===== src/rtl/dc_blocker_mc.sv =====
// dc_blocker_mc: multichannel moving-average DC blocker sharing one history RAM.
// Optional output saturation: define DC_BLOCKER_MC_SAT_EN (low-WIDTH-bit wrap otherwise).
module dc_blocker_mc #(
  parameter int WIDTH    = 8,
  parameter int DEPTH    = 256,
  parameter int CHANNELS = 2
) (
  input  logic                      clk,
  input  logic                      reset,
  input  logic                      audio_en,
  input  logic [CHANNELS*WIDTH-1:0] sample,
  output logic [CHANNELS*WIDTH-1:0] filtered,
  output logic                      valid,
  output logic                      busy,
  output logic                      overrun,
  input  logic                      overrun_clr
);
  localparam int LD    = $clog2(DEPTH);
  localparam int CW    = (CHANNELS > 1) ? $clog2(CHANNELS) : 1;
  localparam int AW    = CW + LD;
  localparam int SW    = WIDTH + LD;
  localparam int WORDS = CHANNELS * DEPTH;
  localparam logic [AW-1:0] CLR_LAST = AW'(WORDS - 1);
  localparam logic [CW-1:0] CH_LAST  = CW'(CHANNELS - 1);

  typedef enum logic [2:0] {S_CLEAR, S_IDLE, S_RD, S_UPD, S_DONE} state_t;

  state_t r_state;
  state_t w_state_next;

  logic [AW-1:0]          r_clr_cnt;
  logic [CW-1:0]          r_ch;
  logic [LD-1:0]          r_idx;
  logic                   r_valid;
  logic                   r_overrun;
  logic signed [WIDTH-1:0] r_in   [CHANNELS];
  logic signed [SW-1:0]    r_sum  [CHANNELS];
  logic signed [WIDTH-1:0] r_out  [CHANNELS];
  logic signed [WIDTH-1:0] r_filt [CHANNELS];
  logic [WIDTH-1:0]        r_mem  [WORDS];
  logic [WIDTH-1:0]        r_rd_data;

  logic                    w_capture;
  logic                    w_rd;
  logic                    w_upd;
  logic                    w_done;
  logic                    w_clr;
  logic                    w_drop;
  logic                    w_we;
  logic [AW-1:0]           w_waddr;
  logic [AW-1:0]           w_raddr;
  logic [WIDTH-1:0]        w_wdata;
  logic signed [WIDTH-1:0] w_sample [CHANNELS];
  logic signed [WIDTH-1:0] w_new;
  logic signed [SW-1:0]    w_new_ext;
  logic signed [SW-1:0]    w_old_ext;
  logic signed [SW-1:0]    w_sum_next;
  logic signed [WIDTH-1:0] w_dc;
  logic signed [WIDTH-1:0] w_out;

  genvar gi;
  generate
    for (gi = 0; gi < CHANNELS; gi++) begin : g_ch
      assign w_sample[gi]                  = sample[gi*WIDTH +: WIDTH];
      assign filtered[gi*WIDTH +: WIDTH]   = r_filt[gi];
    end
  endgenerate

  always_ff @(posedge clk) begin
    if (reset) begin
      r_state <= S_CLEAR;
    end else begin
      r_state <= w_state_next;
    end
  end

  always_comb begin
    w_state_next = r_state;
    w_capture    = 1'b0;
    w_rd         = 1'b0;
    w_upd        = 1'b0;
    w_done       = 1'b0;
    w_clr        = 1'b0;
    case (r_state)
      S_CLEAR: begin
        w_clr = 1'b1;
        if (r_clr_cnt == CLR_LAST) w_state_next = S_IDLE;
      end
      S_IDLE: begin
        if (audio_en) begin
          w_capture    = 1'b1;
          w_state_next = S_RD;
        end
      end
      S_RD: begin
        w_rd         = 1'b1;
        w_state_next = S_UPD;
      end
      S_UPD: begin
        w_upd        = 1'b1;
        w_state_next = (r_ch == CH_LAST) ? S_DONE : S_RD;
      end
      S_DONE: begin
        w_done       = 1'b1;
        w_state_next = S_IDLE;
      end
      default: w_state_next = S_CLEAR;
    endcase
  end

  // Strobes are only accepted in IDLE; CLEAR silently ignores them.
  assign w_drop = audio_en && (r_state != S_IDLE) && (r_state != S_CLEAR);

  always_ff @(posedge clk) begin
    if (reset) begin
      r_clr_cnt <= '0;
      r_ch      <= '0;
      r_idx     <= '0;
      r_valid   <= 1'b0;
      r_overrun <= 1'b0;
    end else begin
      if (w_clr) r_clr_cnt <= r_clr_cnt + 1'b1;
      if (w_capture) begin
        r_ch <= '0;
      end else if (w_upd && (r_ch != CH_LAST)) begin
        r_ch <= r_ch + 1'b1;
      end
      if (w_done) r_idx <= r_idx + 1'b1;
      r_valid <= w_done;
      if (w_drop) begin
        r_overrun <= 1'b1;
      end else if (overrun_clr) begin
        r_overrun <= 1'b0;
      end
    end
  end

  assign w_we    = (w_clr || w_upd) && !reset;
  assign w_raddr = {r_ch, r_idx};
  assign w_waddr = w_clr ? r_clr_cnt : {r_ch, r_idx};
  assign w_wdata = w_clr ? '0 : w_new;

  always_ff @(posedge clk) begin
    if (w_we) r_mem[w_waddr] <= w_wdata;
    if (w_rd) r_rd_data <= r_mem[w_raddr];
  end

  assign w_new      = r_in[r_ch];
  assign w_new_ext  = {{LD{w_new[WIDTH-1]}}, w_new};
  assign w_old_ext  = {{LD{r_rd_data[WIDTH-1]}}, r_rd_data};
  assign w_sum_next = r_sum[r_ch] - w_old_ext + w_new_ext;
  // Upper WIDTH bits of the window sum are the floored arithmetic shift by log2(DEPTH).
  assign w_dc       = w_sum_next[SW-1:LD];

`ifdef DC_BLOCKER_MC_SAT_EN
  logic signed [WIDTH:0] w_diff;
  assign w_diff = {w_new[WIDTH-1], w_new} - {w_dc[WIDTH-1], w_dc};
  always_comb begin
    w_out = w_diff[WIDTH-1:0];
    if (w_diff[WIDTH] != w_diff[WIDTH-1]) begin
      w_out = w_diff[WIDTH] ? {1'b1, {(WIDTH-1){1'b0}}} : {1'b0, {(WIDTH-1){1'b1}}};
    end
  end
`else
  assign w_out = w_new - w_dc;
`endif

  always_ff @(posedge clk) begin
    if (reset) begin
      for (int i = 0; i < CHANNELS; i++) begin
        r_in[i]   <= '0;
        r_sum[i]  <= '0;
        r_out[i]  <= '0;
        r_filt[i] <= '0;
      end
    end else begin
      for (int i = 0; i < CHANNELS; i++) begin
        if (w_capture) r_in[i] <= w_sample[i];
        if (w_upd && (r_ch == CW'(i))) begin
          r_sum[i] <= w_sum_next;
          r_out[i] <= w_out;
        end
        if (w_done) r_filt[i] <= r_out[i];
      end
    end
  end

  assign valid   = r_valid;
  assign busy    = (r_state != S_IDLE);
  assign overrun = r_overrun;

endmodule


===== config.mk =====
export PLATFORM = sky130hd
export DESIGN_NAME = dc_blocker_mc
export DESIGN_NICKNAME = d
export VERILOG_FILES = /design/src/rtl/dc_blocker_mc.sv
export SDC_FILE = /design/constraint.sdc
export NUM_CORES = 2
export LEC_CHECK = 0
export CAP_MARGIN = 25
export CORE_UTILIZATION = 25
export CTS_CLUSTER_DIAMETER = 30
export DETAILED_ROUTE_END_ITERATION = 10
export PLACE_DENSITY_LB_ADDON = 0.3
export RECOVER_POWER = 100
export SLEW_MARGIN = 0
export SYNTH_ARGS = -nofsm -noshare
export SYNTH_HDL_FRONTEND = slang
export SYNTH_MEMORY_MAX_BITS = 65536
export SYNTH_SLANG_ARGS = --single-unit

===== constraint.sdc =====
create_clock -name clk -period 29 [get_ports clk]
set_clock_uncertainty 0.1 [all_clocks]
set_input_delay 5.8 -clock clk [delete_from_list [all_inputs] [get_ports clk]]
set_output_delay 5.8 -clock clk [all_outputs]
set_load 0.03 [all_outputs]

==> results.cfg <==
[status]
status = finished with violations
violations = capacitance limit, slew limit

[synthesis]
synth_top_area_frac = 0.761
synth-main-ff-cell = edfxtp_1
synth_cell_type_count = 76
synthTopCellsByArea = edfxtp_1 (76%), mux4_2 (13%), mux2i_1 (2.6%), nor2_1 (1.5%), a21oi_1 (0.63%)
syn-cell-area_um2 = 165000
syn_inst = 7957
async_reset_ff_frac = 0
yosys_warnings = 0
syn-num-nets = 8018
synth.ff_latch_count = 4208
yosysSeqAreaShare = 0.764
synth_commonest_cells = edfxtp_1 (4,184), mux4_2 (949), nor2_1 (666)
yosysMostFrequentCell = edfxtp_1
synth-edff-count = 4184
yosys.area.top_type = edfxtp_1
syn_avg_cell_area_um2 = 20.7

[timing]
clock.fmax_ghz = 0.0609
drv_slew = 4835
finalSetupViolCount = 0
fin_tns_setup_ps = 0
finalHoldViolations = 0
slew_headroom = -5.70
rsz0062_at_grt = false
timing.final.crit_share = 0.566
period_needed_ps = 16420
tightest_slew_ps = 10050

[clock_tree]
cts_max_level = 6
cts-buffers-inserted = 815
clk_latency_ps = 1120
clock_path_buffers = 4
numClockSinks = 4208
post_cts_resized = 0
cts_tree = yes
root_buffer = clkbuf_16
clk_pin_slew_ps = 50
cts_hold_buf = 0
cts_setup_buffers = 0

[placement]
dp_hpwl_um = 313000
placed_area_um2 = 176000
portBuffers = 38
place_congestion = 0.852

[floorplanning]
dieArea_um2 = 664000
coreArea_um2 = 658000
rows = 298
die_h_um = 815
initial_core_util = 0.251
die_x_um = 815
io-pin-count = 39

[route]
dr.pass1.iters = 7
num_vias = 87961
wl_per_cell_um = 30.0
routed_wl_um = 541000
drt_iter0_drc = 10897
final_antenna_net_count = 0
vias_per_cell = 4.89
drc = 0

[global_routing]
grt_pass1_vias = 89431
grt_first_pass_wirelength_um = 743000
antenna_found_initial = 34
grt_start_max_net_pins = 151
gr-total-overflow = 0
grt_use_total = 0.157

[finish]
drive_gt1_frac = 0.277
fillers = 62503
design_area_um2 = 204000
nets = 8622
area_growth_pct = 23.5
fin_util = 0.310

[worst_setup_path]
worstSetupPathType = flop to flop
regToRegSetupSlack_ps = 12580
r2r_cells = 7
rr_startpoint = r_state[1]
critical_path.max_fanout = 132
crit_path_end_kind = flop
cp.arrival_ps = 16770
r2r-end = r_mem[255][6]
required_ps = 29350
startpoint_type = flop

[pwr]
power_mw = 16.3
p_leak_nw = 64.8
ir_worst_vdd_v = 0.0000663
power_per_cell_area_nw_per_um2 = 80.1

[hold_path]
min_path_type = flop to flop
holdPathEnd = overrun
hold_depth = 2
worstHoldStart = overrun

[run]
max-cap-violations = 96
[power breakdown]
part / total (mW) / switching, mW / leakage [nW] / internal (mW)
Sequential: 6.61 / 0.00248 / 40.6 / 6.60
Combinational: 0.0810 / 0.0574 / 10.5 / 0.0236
Clock: 9.64 / 3.40 / 13.7 / 6.25
[layout make-up]
class,instances,area (um^2),area share
Antenna cell,13,32.5,0.000159
Clock buffer,889,20800,0.102
Clock inverter,645,7740,0.0379
Inverter,37,164,0.000804
Multi-Input combinational cell,3223,36100,0.177
Sequential cell,4208,126000,0.618
Tap cell,8700,10900,0.0534
Timing Repair Buffer,276,2110,0.0103
[metal layers]
layer / wire length (um) / GRT usage / vias up
met2: 255000 / 0.251 / 5134
met1: 220000 / 0.211 / 47281
met4: 18900 / 0.0558 / 2
met5: 9 / 0 / -
met3: 47200 / 0.0333 / 948
li1: - / - / 34596
[cell usage in the layout (no fill, tap or decap), types with 17 or more instances in the layout]
cell type        netlist  final
clkinv_4               0     96
inv_1                 33     32
clkinvlp_4             0     90
nand2_1              203    194
a211oi_1              27     26
o22ai_1               48     48
inv_16                 0     17
buf_4                 43    123
edfxtp_1            4184   4184
mux2_2                18     18
dlygate4sd3_1          0     20
clkbuf_16              0    821
nor2_1               666    654
clkinv_1               2     77
a22oi_1               34     34
clkdlybuf4s50_1        0     18
mux4_2               949    949
clkinv_2               1     90
and2_0                 0     31
a21oi_1              208    208
bufinv_16              0    110
o221ai_1              72     72
clkinv_8               0     17
clkbuf_1             219    157
xnor2_1               20     20
a31oi_1               20     20
mux2i_1              425    425
o21ai_0               72     72
a221oi_1              93     93
ha_1                  25     25
inv_6                  0    117
inv_8                  0     24
o21ai_1               46     44
nand3_1               21     21
nor3_1                33     33
[metrics by stage]
stage / worst slack (ps) / cells / hold WS [ps]
final: 12580 / 17991 / 401
after CTS: 20160 / 17975 / 401
after floorplan: 13300 / 7957 / 384
after global routing: 11930 / 17980 / 420
after detailed placement: 19020 / 16441 / 392
after global placement: 18950 / 16419 / 385
[state kept, by name, indices dropped and copies added (netlist names), named ones only]
| register | flops |
|---|---|
| overrun | 1 |
| r_ch | 1 |
| r_clr_cnt | 9 |
| r_filt | 16 |
| r_idx | 8 |
| r_in | 16 |
| r_mem | 4096 |
| r_out | 16 |
| r_rd_data | 8 |
| r_state | 3 |
| r_sum | 32 |
| valid | 1 |
[worst max-delay path: stages, from the launching register on]
cell	delay (ps)
dfxtp_1	760
nor3_1	380
nor2_4	150
clkbuf_1	2090
clkbuf_1	5970
clkbuf_1	1990
clkbuf_1	1650
clkbuf_1	2290
[logic make-up after synthesis]
logic type,after synthesis,synth area share
buf+inv,526,0.0189
fa+ha+maj,43,0.00396
compound gates,716,0.0292
flops,4208,0.764
simple gates,1041,0.0260
xor+xnor,30,0.00159
mux,1393,0.157
[worst max path at each step]
stage / slack, ps / from / end / cells after the start
after floorplan: 13300 / flop / r_mem[0][1] / 4
after global placement: 18950 / reset / r_mem[71][1] / 8
after detailed placement: 19020 / reset / r_mem[71][1] / 8
after CTS: 20160 / reset / r_mem[71][1] / 8
after global routing: 11930 / r_state[1] / r_mem[255][6] / 7
final: 12580 / r_state[1] / r_mem[255][6] / 7
(Power assumes the default switching activity.)
